==> src/rtl/alu_share_arbiter.sv <==
// rtl/alu_share_arbiter.sv - round-robin sharing of one combinational ALU between two requesters
module alu_share_arbiter (
  input  logic        clk,
  input  logic        rst_n,
  input  logic [1:0]  req_valid,
  output logic [1:0]  req_ready,
  input  logic [31:0] req_a0,
  input  logic [31:0] req_b0,
  input  logic [31:0] req_a1,
  input  logic [31:0] req_b1,
  input  logic [2:0]  req_op0,
  input  logic [2:0]  req_op1,
  output logic [31:0] alu_a,
  output logic [31:0] alu_b,
  output logic [2:0]  alu_ctrl,
  input  logic [31:0] alu_res,
  input  logic        alu_zero,
  output logic [1:0]  rsp_valid,
  input  logic [1:0]  rsp_ready,
  output logic [31:0] rsp_res0,
  output logic [31:0] rsp_res1,
  output logic        rsp_zero0,
  output logic        rsp_zero1
);

  logic        iss_valid;
  logic        iss_owner;
  logic [31:0] iss_a;
  logic [31:0] iss_b;
  logic [2:0]  iss_op;
  logic        ptr;

  logic        iss_move;
  logic        iss_free;
  logic [1:0]  grant;
  logic        accept;
  logic        acc_id;

  // The shared ALU sees the issue register directly
  assign alu_a    = iss_a;
  assign alu_b    = iss_b;
  assign alu_ctrl = iss_op;

  // Issue advance, round-robin grant and request handshake
  always_comb begin
    iss_move = iss_valid & (~rsp_valid[iss_owner] | rsp_ready[iss_owner]);
    iss_free = ~iss_valid | iss_move;
    grant    = 2'b00;
    case (req_valid)
      2'b01:   grant = 2'b01;
      2'b10:   grant = 2'b10;
      2'b11:   grant = ptr ? 2'b10 : 2'b01;
      default: grant = 2'b00;
    endcase
    req_ready = iss_free ? grant : 2'b00;
    accept    = |req_ready;
    acc_id    = req_ready[1];
  end

  // Issue register: load on accept, retire when its result leaves for a response slot
  always_ff @(posedge clk or negedge rst_n) begin
    if (!rst_n) begin
      iss_valid <= 1'b0;
      iss_owner <= 1'b0;
      iss_a     <= 32'd0;
      iss_b     <= 32'd0;
      iss_op    <= 3'b000;
      ptr       <= 1'b0;
    end else if (accept) begin
      iss_valid <= 1'b1;
      iss_owner <= acc_id;
      iss_a     <= acc_id ? req_a1 : req_a0;
      iss_b     <= acc_id ? req_b1 : req_b0;
      iss_op    <= acc_id ? req_op1 : req_op0;
      ptr       <= ~acc_id;
    end else if (iss_move) begin
      iss_valid <= 1'b0;
    end
  end

  // Per-requester response slots; a reload in the same cycle as a pop keeps the slot valid
  always_ff @(posedge clk or negedge rst_n) begin
    if (!rst_n) begin
      rsp_valid <= 2'b00;
      rsp_res0  <= 32'd0;
      rsp_res1  <= 32'd0;
      rsp_zero0 <= 1'b0;
      rsp_zero1 <= 1'b0;
    end else begin
      if (iss_move && !iss_owner) begin
        rsp_valid[0] <= 1'b1;
        rsp_res0     <= alu_res;
        rsp_zero0    <= alu_zero;
      end else if (rsp_valid[0] && rsp_ready[0]) begin
        rsp_valid[0] <= 1'b0;
      end
      if (iss_move && iss_owner) begin
        rsp_valid[1] <= 1'b1;
        rsp_res1     <= alu_res;
        rsp_zero1    <= alu_zero;
      end else if (rsp_valid[1] && rsp_ready[1]) begin
        rsp_valid[1] <= 1'b0;
      end
    end
  end

endmodule

==> config.mk <==
export PLATFORM = sky130hd
export DESIGN_NAME = alu_share_arbiter
export DESIGN_NICKNAME = d
export VERILOG_FILES = /design/src/rtl/alu_share_arbiter.sv
export SDC_FILE = /design/constraint.sdc
export NUM_CORES = 1
export LEC_CHECK = 0
export BUFFER_PORTS_ARGS = -buffer_cell sky130_fd_sc_hd__clkbuf_2
export CAP_MARGIN = 20
export CORE_ASPECT_RATIO = 0.9
export CORE_MARGIN = 5
export CORE_UTILIZATION = 45
export DETAILED_ROUTE_END_ITERATION = 10
export GPL_TIMING_DRIVEN = 0
export HOLD_SLACK_MARGIN = 0.15
export PLACE_DENSITY_LB_ADDON = 0.15
export SYNTH_ARGS = -nofsm -noshare
export SYNTH_HDL_FRONTEND = slang
export SYNTH_SLANG_ARGS = --single-unit
==> constraint.sdc <==
create_clock -name clk -period 2.7 [get_ports clk]
set_input_delay 0.675 -clock clk [delete_from_list [all_inputs] [get_ports clk]]
set_output_delay 0.675 -clock clk [all_outputs]
set_load 0.005 [all_outputs]
Yosys cells after proc, flatten, opt, wreduce, memory -nomap -nowiden. Index checks and enable logic that the tools add are counted.

Input bits: 173. Flip-flop bits (word level): 138. Memory bits (read-only): 0. Output and inout port bits: 137. Memories: 0. RAM bits: 0. Latch bits: 0. Word-level logic and storage cells: 47.

Magnitude comparators: 1. Muxes and demuxes: 16. Shift-type cells: 0. $add $sub $neg: 0. Equality and inequality tests: 3. Div/mod/pow operators: 0. Bitwise operators: 6. Multipliers: 0. Reductions and logical operators: 9.

Operators by type and width (number): $mux W32 (2); $mux W1 (10); $pmux W2 S3 (1); $reduce_bool A2 Y1 (3); $eq A2 B2 Y1 const B (2); $logic_and A1 B1 Y1 (4); $mux W2 (2); $mux W3 (1); $not A1 Y1 (3); $eq A2 B1 Y1 const B (1); $lt A1 B2 Y1 const B (1); $or A1 B1 Y1 (2); $reduce_or A2 Y1 (1); $and A1 B1 Y1 (1); $logic_not A1 Y1 (1).

Longest topological paths before layout.
Word-level depth: 9. Depth in mapped cells: 6. Depth with buffers taken out: 3.

Least setup slack after synthesis. Ideal clock, no wire load.

Path type: input -> output. From: in req_valid[0]. To: out req_ready[0]. Arrival time: 1367 ps. Path buffers: 2. Required time: 2025 ps. Cell stages on the path: 4. Setup slack: 658 ps. Cell sequence: a21bo_2 > buf_2 > buf_4 > nor3_1.

Word-level cells in the longest chain between the ends: 3. Elaborated cells on any way between the ends: 5. Those cells by class: eq/ne (3); mux (2).

Ends and longest elaborated chain: start, declared (line 5) `input logic [1:0] req_valid,`; $eq A2 B2 Y1 / $eq A2 B1 Y1 (equally long branches) (line 49) `case (req_valid)`; $pmux W2 S3 (*) (line 49); $mux W2 (*) (line 55) `req_ready = iss_free ? grant : 2'b00;`; end, declared (line 6) `output logic [1:0] req_ready,`.

Mark *: on every way between the ends. The rest lies on a longest branch, timed or not.

Worst setup path after layout.
From: reg ptr. To: out req_ready[0].

Word-level cells in the longest chain between the ends: 3.

Ends and longest elaborated chain: start, declared (line 31) `logic ptr;`; start signal, assigned (line 75) `ptr <= ~acc_id;`; $mux W2 (line 52) `2'b11: grant = ptr ? 2'b10 : 2'b01;`; $pmux W2 S3 (line 49); $mux W2 (line 55).

No other way between the ends.

==> qor.yml <==
cp_max_fo: 10
dieArea_um2: 15600
finalSetupViolCount: 0
die_w_um: 131
path_clk_slew_ps: 60
grt-ovfl-total: 0
synth_edf_count: 0
yosys_warnings: 0
status: "complete, no violations"
clockBufferDepth: 2
sw_frac_of_total_pct: 33.1
synth.distinct_cells: 28
vias: 4983
async_flop_share_pct: 100
synth_area_per_cell_um2: 14.6
instances_no_fill: 914
grt_pass1_vias: 5283
floorplan.initialDensity_pct: 46.3
clock_sinks: 138
yosys_most_used_dff: "dfrtp_1"
cp.arrival_ps: 1780
dr.pass1.iters: 4
synth_area_leaders: "dfrtp_1 58%, mux2_2 11%, o32ai_1 9.9%"
path_class: "flop to output pin"
skew_ps: 9.54
cp.required_ps: 2030
slowest_delay_ps: 410
drt_iter0_drc: 264
final_layout_size_suffix_gt1_share_pct: 61.1
wl_per_cell_um: 19.8
die_y_um: 119
dp_cells: 882
drtAntennaViolNets: 0
tightest_slew_ps: 563
grt_antenna_before_repair: 0
core_um2: 12800
post_drt_via_cell_ratio: 5.45
cpLargestDelayFamily: "buffers and inverters"
postCtsSetupRepairBufs: 0
drc_errors: 0
vdd_drop_max_mv: 0.719
dp_hpwl_mm: 14.2
syn_inst: 408
cts.repair.resized: 0
grt_max_degree: 88
p_comb_share_pct: 39.1
ys_ff_latch: 138
ys_seq_area_share_pct: 58.1
fin_total_pwr_uw: 9830
end_kind: "output pin"
rsz0062_at_grt: "false"
p_per_area_nw_per_um2: 1180
htree_levels: 4
cts_tree: "built"
slew_headroom_pct: 62.4
startpoint_type: "flop"
grt_pass1_wl_mm: 28.4
period_needed_ps: 2460
leakage_uw: 0.00391
max_cap_viol_count: 0
io_pins: 310
area_growth_pct: 39.9
period_share_pct: 90.9
place_congestion: 0.801
cts_root_buf: "clkbuf_16"
max_freq_mhz: 407
maxSlewViolCount: 0
syn_nets: 581
cp_cell_sequence: "a21bo_2 > buf_2 > buf_4 > nor3_1 > clkbuf_2"
diodes: 0
crit_buf_inv: 3
hold_path.class: "input pin to asynchronous set/reset pin"
setup_slack_ps: 244
dp_worst_setup_slack_ps: 278
switchingPower_uw: 3250
tns_ps: 0
crit_slowest_cell: "dfrtp_1"
p_clk_share_pct: 23.2
seq_power_share_pct: 37.7
synth_area_um2: 5950
wl_mm: 18.1
synth_top_area_share_pct: 58.1
internal_power_uw: 6580
final_hold_viol_count: 0
yosys.area.top_type: "dfrtp_1"
cts_buffers: 17
nets: 910
grt_usage_pct: 22.6
hold_buffers: 0
clkLatencyLatePin_ps: 410
fp-row-count: 39
port-buffer-count: 309
final timing paths:
path	startpoint	to	slack [ps]	depth (start not counted)
max in group asynchronous	rst_n	alu_b[12]	1720	2
min reg2reg	rsp_res1[13]	rsp_res1[13]	490	1
min	rst_n	alu_a[20]	210	1
max reg2reg	iss_owner	alu_b[22]	870	6
min in group clk	rsp_res1[13]	rsp_res1[13]	490	1
max	ptr	req_ready[0]	240	5
registers in the layout, indices dropped and copies added, names as in the netlist:
name and count:
ptr 1, iss_owner 1, rsp_zero1 1, alu_b 32, alu_ctrl 3, rsp_res0 32, alu_a 32, rsp_res1 32
iss_valid 1, rsp_valid 2, rsp_zero0 1
kinds of logic (layout without fill, tap and decap cells):
logic type | after synthesis | after routing | synth area share (%)
AOI/OAI and AO/OA | 138 | 138 | 23.4
DFF | 138 | 138 | 58.1
muxes | 66 | 66 | 12.5
buffers and inverters | 49 | 391 | 4.06
and+or+nand+nor | 17 | 17 | 1.94
layout by cell type (no fill, tap or decap), types with 2 or more instances in the layout:
cell type and count:
clkbuf_2 308, dfrtp_1 138, o32ai_1 67, mux2_2 58, a2bb2oi_1 36, a2bb2oi_2 30, clkbuf_1 23, clkbuf_16 17
buf_2 16, mux2_1 8, buf_4 4, clkinv_2 4, clkinvlp_4 4, buf_6 3, nand2_1 3, inv_6 3
nor2b_1 2, nor3_1 2, nor2_1 2, inv_1 2, nand2b_1 2, bufinv_16 2, clkbuf_8 2
per-layer routing:
| layer | part of all wire, % | track usage, % | up-vias |
|---|---|---|---|
| met3 | 8.2 | 8.43 | 29 |
| met2 | 49 | 37.4 | 233 |
| met5 | 0 | 0 | - |
| li1 | - | - | 2283 |
| met4 | 2.1 | 7.92 | 0 |
| met1 | 40 | 27.3 | 2438 |
metrics by stage:
step | hold slack, ps | utilization (%) | cell area [µm²]
after floorplan | 379 | - | 5950
after global placement | 467 | 60.0 | 7700
after detailed placement | 478 | 60.3 | 7730
after CTS | 213 | 64.8 | 8320
after global routing | 227 | 64.8 | 8320
final | 207 | 64.8 | 8320
power by group through the flow:
stage	Combinational (µW)	Sequential (µW)	Clock (µW)
after floorplan	2060	3730	0
after detailed placement	3900	3720	0
after global placement	3800	3670	0
final	3840	3710	2280
after global routing	4160	3830	2420
after CTS	3910	3700	2320
area by class of cell:
type / count / area (µm²)
fillers: 1026 / 4510
plain buffers: 46 / 230
inverters: 3 / 11.3
flip-flops and latches: 138 / 3450
well taps: 164 / 205
clock buffers: 18 / 439
clock inverters: 14 / 145
repair buffers: 310 / 1580
multi-input cells: 221 / 2250
cells in the mapped netlist, types with 2 or more instances:
cell type  instances
inv_1              2
a2bb2oi_1         36
nand2_1            3
nor2b_1            2
nand2b_1           2
clkbuf_1          23
nor2_1             2
nor3_1             2
dfrtp_1          138
a2bb2oi_2         30
mux2_1             8
mux2_2            58
o32ai_1           67
buf_2             16
buf_6              3
buf_4              4
No activity file was read; power rests on OpenSTA's default activity.
